### src/rtl/irq_controller_pkg.sv
// Shared types and limits for the prioritised interrupt controller.
package irq_ctrl_pkg;

   localparam int NUM_IRQ_MIN = 2;
   localparam int NUM_IRQ_MAX = 32;

   typedef enum logic [2:0] {
      IDLE    = 3'd0,
      IRQ_REQ = 3'd1,
      IRQ_SVC = 3'd2,
      NMI_REQ = 3'd3,
      NMI_SVC = 3'd4
   } irq_state_e;

endpackage

### src/rtl/irq_priority_encoder.sv
// Combinational fixed-priority encoder: the lowest set index wins.
module irq_priority_encoder
   import irq_ctrl_pkg::*;
#(
   parameter int NUM_IRQ = 8,
   parameter int VEC_W   = $clog2(NUM_IRQ)
) (
   input  logic [NUM_IRQ-1:0] i_eligible,
   output logic [VEC_W-1:0]   o_index,
   output logic               o_valid
);

   always_comb begin
      o_index = '0;
      o_valid = |i_eligible;
      // Scan high to low so the last hit, the lowest index, is kept.
      for (int i = NUM_IRQ - 1; i >= 0; i--) begin
         if (i_eligible[i]) begin
            o_index = VEC_W'(i);
         end
      end
   end

endmodule

### src/rtl/irq_controller.sv
// Interrupt controller: latches NUM_IRQ maskable channels plus an NMI and
// runs the request/ack/done handshake with the processor control unit.
module irq_controller
   import irq_ctrl_pkg::*;
#(
   parameter int                 NUM_IRQ    = 8,
   parameter int                 VEC_W      = $clog2(NUM_IRQ),
   parameter logic [NUM_IRQ-1:0] EDGE_MODE  = '1,
   parameter logic [NUM_IRQ-1:0] MASK_RESET = '1
) (
   input  logic               i_clk,
   input  logic               i_rst,
   input  logic [NUM_IRQ-1:0] i_irq,
   input  logic               i_nmi,
   input  logic               i_int_disable,
   input  logic               i_mask_we,
   input  logic [NUM_IRQ-1:0] i_mask_wdata,
   input  logic               i_int_ack,
   input  logic               i_nmi_ack,
   input  logic               i_int_done,
   output logic               o_int_req,
   output logic [VEC_W-1:0]   o_int_vector,
   output logic               o_nmi_req,
   output logic               o_in_service,
   output logic [NUM_IRQ-1:0] o_pending,
   output logic [NUM_IRQ-1:0] o_mask
);

   irq_state_e         r_state;
   irq_state_e         w_state_nxt;
   logic [NUM_IRQ-1:0] r_irq_q;
   logic [NUM_IRQ-1:0] r_pending;
   logic [NUM_IRQ-1:0] r_mask;
   logic               r_nmi_q;
   logic               r_nmi_pend;
   logic               r_int_dis;
   logic [VEC_W-1:0]   r_vec;
   logic               r_int_req;
   logic               r_nmi_req;
   logic               r_in_service;

   logic [NUM_IRQ-1:0] w_irq_rise;
   logic [NUM_IRQ-1:0] w_ack_clr;
   logic [NUM_IRQ-1:0] w_pend_nxt;
   logic [NUM_IRQ-1:0] w_eligible;
   logic [VEC_W-1:0]   w_enc_idx;
   logic               w_enc_vld;
   logic               w_ack_take;
   logic               w_nmi_ack_take;
   logic               w_nmi_rise;

   assign w_irq_rise     = i_irq & ~r_irq_q;
   assign w_nmi_rise     = i_nmi & ~r_nmi_q;
   assign w_ack_take     = (r_state == IRQ_REQ) && i_int_ack;
   assign w_nmi_ack_take = (r_state == NMI_REQ) && i_nmi_ack;
   assign w_ack_clr      = w_ack_take ? (NUM_IRQ'(1) << r_vec) : '0;

   // Edge bits: a fresh rise beats the ack clear. Level bits track the line.
   assign w_pend_nxt = (EDGE_MODE & ((r_pending & ~w_ack_clr) | w_irq_rise))
                     | (~EDGE_MODE & i_irq);

   // int_disable is sampled like the request lines so both share latency.
   assign w_eligible = r_pending & ~r_mask & {NUM_IRQ{~r_int_dis}};

   irq_priority_encoder #(
      .NUM_IRQ (NUM_IRQ),
      .VEC_W   (VEC_W)
   ) u_prio (
      .i_eligible (w_eligible),
      .o_index    (w_enc_idx),
      .o_valid    (w_enc_vld)
   );

   always_comb begin
      w_state_nxt = r_state;
      case (r_state)
         IDLE: begin
            if (r_nmi_pend)     w_state_nxt = NMI_REQ;
            else if (w_enc_vld) w_state_nxt = IRQ_REQ;
         end
         IRQ_REQ: begin
            if (i_int_ack)       w_state_nxt = IRQ_SVC;
            else if (r_nmi_pend) w_state_nxt = NMI_REQ;
            else if (r_int_dis)  w_state_nxt = IDLE;
         end
         IRQ_SVC: if (i_int_done) w_state_nxt = IDLE;
         NMI_REQ: if (i_nmi_ack)  w_state_nxt = NMI_SVC;
         NMI_SVC: if (i_int_done) w_state_nxt = IDLE;
         default: w_state_nxt = IDLE;
      endcase
   end

   always_ff @(posedge i_clk) begin
      if (i_rst) begin
         r_state <= IDLE;
      end else begin
         r_state <= w_state_nxt;
      end
   end

   always_ff @(posedge i_clk) begin
      if (i_rst) begin
         r_irq_q      <= '0;
         r_pending    <= '0;
         r_mask       <= MASK_RESET;
         r_nmi_q      <= 1'b0;
         r_nmi_pend   <= 1'b0;
         r_int_dis    <= 1'b0;
         r_vec        <= '0;
         r_int_req    <= 1'b0;
         r_nmi_req    <= 1'b0;
         r_in_service <= 1'b0;
      end else begin
         r_irq_q    <= i_irq;
         r_pending  <= w_pend_nxt;
         r_nmi_q    <= i_nmi;
         r_nmi_pend <= w_nmi_rise | (r_nmi_pend & ~w_nmi_ack_take);
         r_int_dis  <= i_int_disable;
         if (i_mask_we) begin
            r_mask <= i_mask_wdata;
         end
         // The vector is frozen from request until the next arbitration.
         if (r_state == IDLE && w_state_nxt == IRQ_REQ) begin
            r_vec <= w_enc_idx;
         end
         r_int_req    <= (w_state_nxt == IRQ_REQ);
         r_nmi_req    <= (w_state_nxt == NMI_REQ);
         r_in_service <= (w_state_nxt == IRQ_SVC) || (w_state_nxt == NMI_SVC);
      end
   end

   assign o_int_req    = r_int_req;
   assign o_int_vector = r_vec;
   assign o_nmi_req    = r_nmi_req;
   assign o_in_service = r_in_service;
   assign o_pending    = r_pending;
   assign o_mask       = r_mask;

endmodule

### config.mk
export PLATFORM = sky130hd
export DESIGN_NAME = irq_controller
export DESIGN_NICKNAME = d
export VERILOG_FILES = /design/src/rtl/irq_controller_pkg.sv /design/src/rtl/irq_priority_encoder.sv /design/src/rtl/irq_controller.sv
export SDC_FILE = /design/constraint.sdc
export NUM_CORES = 1
export LEC_CHECK = 0
export CORE_ASPECT_RATIO = 2
export CORE_UTILIZATION = 25
export CTS_CLUSTER_SIZE = 12
export DETAILED_ROUTE_END_ITERATION = 6
export GPL_TIMING_DRIVEN = 1
export PLACE_DENSITY = 0.46
export SLEW_MARGIN = 30
export SYNTH_ARGS = -nofsm -noshare
export SYNTH_HDL_FRONTEND = slang
export SYNTH_HIERARCHICAL = 1
export SYNTH_SLANG_ARGS = --single-unit
### constraint.sdc
create_clock -name i_clk -period 2.1 [get_ports i_clk]
set_clock_uncertainty 0.05 [all_clocks]
set_input_delay 0.63 -clock i_clk [delete_from_list [all_inputs] [get_ports i_clk]]
set_output_delay 0.63 -clock i_clk [all_outputs]
set_load 0.01 [all_outputs]
==> run summary, run 1 <==
Clk buf depth -> 2
Placeable core area -> 0.005709 sq mm
Relative slew slack -> 73.88%
Synth Area per Inst -> 9.552 sq um
1st-iter DRT viols -> 31
Drt first pass iters -> 4
Synth area leader -> dfxtp_1
TritonCTS clock tree -> yes
Drc violations -> 0
Final Slew Violations -> 0
Worst setup path end -> o_in_service
H-Tree Depth -> 2
Minimum clock period -> 2.014 ns
Worst EP arrival -> 2.19 ns
Initial antenna violation count -> 0
GRT Util Overall -> 13.83%
CTS Buf Count -> 5
Fin. Hold Viols -> 0
Avg WL per Cell -> 14.77 um
Synthesis Warnings -> 6
Outcome -> complete, no violations
Post-synthesis cell count -> 156
Setup bufs post-CTS -> 0
# IOs -> 46
Die Width -> 56.59 um
Max_cap viols -> 0
Site Rows -> 39
PD cells -> 853.0 mW/mm^2
Util after Layout -> 38.75%
WP data required -> 2.27 ns
Max IR drop VDD -> 0.5999 mV
Post-route clock period utilization -> 95.88%
Register area share after synthesis -> 48.36%
Top cells by area, synth -> dfxtp_1 (48%), mux2i_1 (7.4%), nor2b_1 (6.3%)
Area grow syn2layout -> 48.45%
Final setup fails -> 0
Antenna diodes -> 0
Grt total ovfl -> 0
Hold Crit Class -> reg -> reg
Actual slew at the worst max-slew pin -> 0.3910 ns
Clk Latency, worst-skew pair -> 0.28 ns
Most instantiated cells after synthesis -> dfxtp_1 (36), nor2b_1 (15), nand2b_1 (12)
First-pass GRT wire length -> 6575 um
Clock sink total -> 36
Depth of the worst register-to-register path -> 6
DP HPWL -> 3190 um
Initial Utilization -> 26.10%
RSZ-0062 raised after global routing -> no
Port bufs -> 45
Most frequent cell after synthesis -> dfxtp_1
Drt total wl -> 3987 um
Routed Antenna Nets -> 0
Area of the mapped netlist -> 0.001490 sq mm
Worst R2R End -> o_in_service
Routability-driven placement congestion ratio -> 0.7110
Clock transition at path regs -> 0.06 ns
LEAKAGE -> 0.8506 nW
Crit path kind -> reg -> reg
# nets final -> 232
Die area -> 0.006292 sq mm
Yosys cell types -> 37
Vias in the first global route -> 1415
Asr flop ratio synth -> 0%
Synth Register Bits -> 36
Share of the synthesized area in the top cell type -> 48.36%
DR vias -> 1301
Die height -> 111.2 um
Maximum number of pins on one net before global-route repair -> 13
Critical path capture point type -> register
Post-Syn Nets -> 180
Clock root buffer -> clkbuf_16
Achievable clock frequency -> 496.6 MHz
Avg Vias per Cell -> 4.819
Post-synth EDFFs -> 0
Worst Setup SP -> r_int_dis
Reg2Reg Setup Slack -> 0.09 ns
Power, Total -> 1.887 mW
Layout cells sized above 1 -> 11.96%
Startpoint Class -> register
Setup TNS -> 0 ns
Top_reg_cell synth -> dfxtp_1
Worst-path maximum fanout -> 6
Reg-to-reg startpoint -> r_int_dis
FILL cells -> 588
## repair_timing
action | CTS | global route
resized for setup | 0 | 1
hold buffers | 0 | 0
hold endpoints to repair | 0 | 0
endpoints found under the setup margin | 0 | 1
## cell families (layout without fill, tap and decap cells)
kind of cell           after synthesis  in the layout  share of synthesized area (%)
AND/OR/NAND/NOR                     70             70                          28.46
flip-flops                          36             36                          48.36
AO/OA/AOI/OAI                       29             29                          12.76
multiplexers                        11             11                          7.389
buffers and inverters               10             63                          3.022
## flip-flops by register name, indices dropped and copies added (netlist names)
| register | cells |
|---|---|
| r_state | 3 |
| o_mask | 8 |
| r_irq_q | 8 |
| o_int_req | 1 |
| o_nmi_req | 1 |
| r_nmi_q | 1 |
| r_int_dis | 1 |
| o_pending | 8 |
| r_nmi_pend | 1 |
| o_int_vector | 3 |
| o_in_service | 1 |
## critical path, cell delays in order, from the launching register on
cell and delay (ns):
dfxtp_1 0.45, nor3b_1 0.12, nor4_2 0.34, nand3_1 0.16
or2_1 0.25, a221oi_2 0.40, o211a_1 0.19
## cells in the final DEF, fill, tap and decap left out
cell type and count:
and2b_2 1, nor2_1 10, clkinv_1 1, or3b_2 1, mux2i_1 11, and3b_1 1
o41ai_1 1, a311oi_2 1, a21oi_1 11, nand3b_1 1, nor3b_2 1, a21boi_0 1
a21o_1 1, o31ai_1 2, o21ai_2 1, o21bai_1 1, clkdlybuf4s50_1 45, nor3b_1 7
inv_1 1, and3_1 1, o211a_1 1, clkinv_2 1, nor2b_1 15, dfxtp_1 36
bufinv_16 1, or2_1 1, clkbuf_16 5, buf_4 8, clkinvlp_4 1, nor4_2 1
nand3_1 2, nor4_1 1, o21ai_0 8, nand2_1 11, nand2b_1 12, nor4b_2 1
nor3_1 1, nand4b_1 1, and4bb_2 1, a221oi_2 1
## report_power, final
group	internal (mW)	switching, mW
Sequential	0.731	0.0418
Combinational	0.163	0.111
Clock	0.557	0.283
Total	1.45	0.436
## area by class of cell
class                           instances  area [sq um]  share of cell area, %
Clock buffer                            5         125.1                  5.656
Clock inverter                          3         42.54                  1.923
Inverter                                2         7.507                 0.3394
Multi-Input combinational cell        110         729.5                  32.98
Sequential cell                        36         720.7                  32.58
Tap cell                               61         76.32                  3.450
Timing Repair Buffer                   53         510.5                  23.08
## metrics by stage
| stage | hold WS, ns | setup slack, ns | cells | area [sq um] |
|---|---|---|---|---|
| 2_1_floorplan | 0.4125 | 0.3706 | 156 | 1490 |
| 3_3_place_gp | 0.4263 | 0.03829 | 262 | 2039 |
| 3_5_place_dp | 0.4308 | 0.03362 | 262 | 2039 |
| 4_1_cts | 0.4400 | 0.06767 | 270 | 2207 |
| 5_1_grt | 0.4661 | 0.009733 | 270 | 2212 |
| 6_report | 0.4365 | 0.08649 | 270 | 2212 |
## metal layers
layer | share of wire (%) | global-route usage, % | up-vias | routed length, um
met3 | 3.8 | 2.684 | 6 | 151
li1 | - | - | 640 | -
met5 | 0 | 0 | - | 0
met2 | 59 | 27.45 | 31 | 2367
met1 | 34 | 12.19 | 624 | 1375
met4 | 2.3 | 7.317 | 0 | 93
## worst min path at each step
stage,startpoint,endpoint,slack (ns),cells after the start
finish,r_irq_q[1],o_pending[1],0.44,2
global route,r_irq_q[1],o_pending[1],0.47,2
CTS,r_irq_q[4],o_pending[4],0.44,2
detailed placement,r_irq_q[4],o_pending[4],0.43,2
global placement,r_irq_q[1],o_pending[1],0.43,2
floorplan,r_irq_q[0],o_pending[0],0.41,2
(Power assumes the default switching activity.)
==> inputs of run 2 (changes only) <==
--- a/config.mk
+++ b/config.mk
@@ -5,6 +5,7 @@
 export SDC_FILE = /design/constraint.sdc
 export NUM_CORES = 1
 export LEC_CHECK = 0
+export CAP_MARGIN = 15
 export CORE_ASPECT_RATIO = 2
 export CORE_UTILIZATION = 25
 export CTS_CLUSTER_SIZE = 12
==> results of run 2 <==
No change in the layout: final DEF, timing and power equal those of run 1.
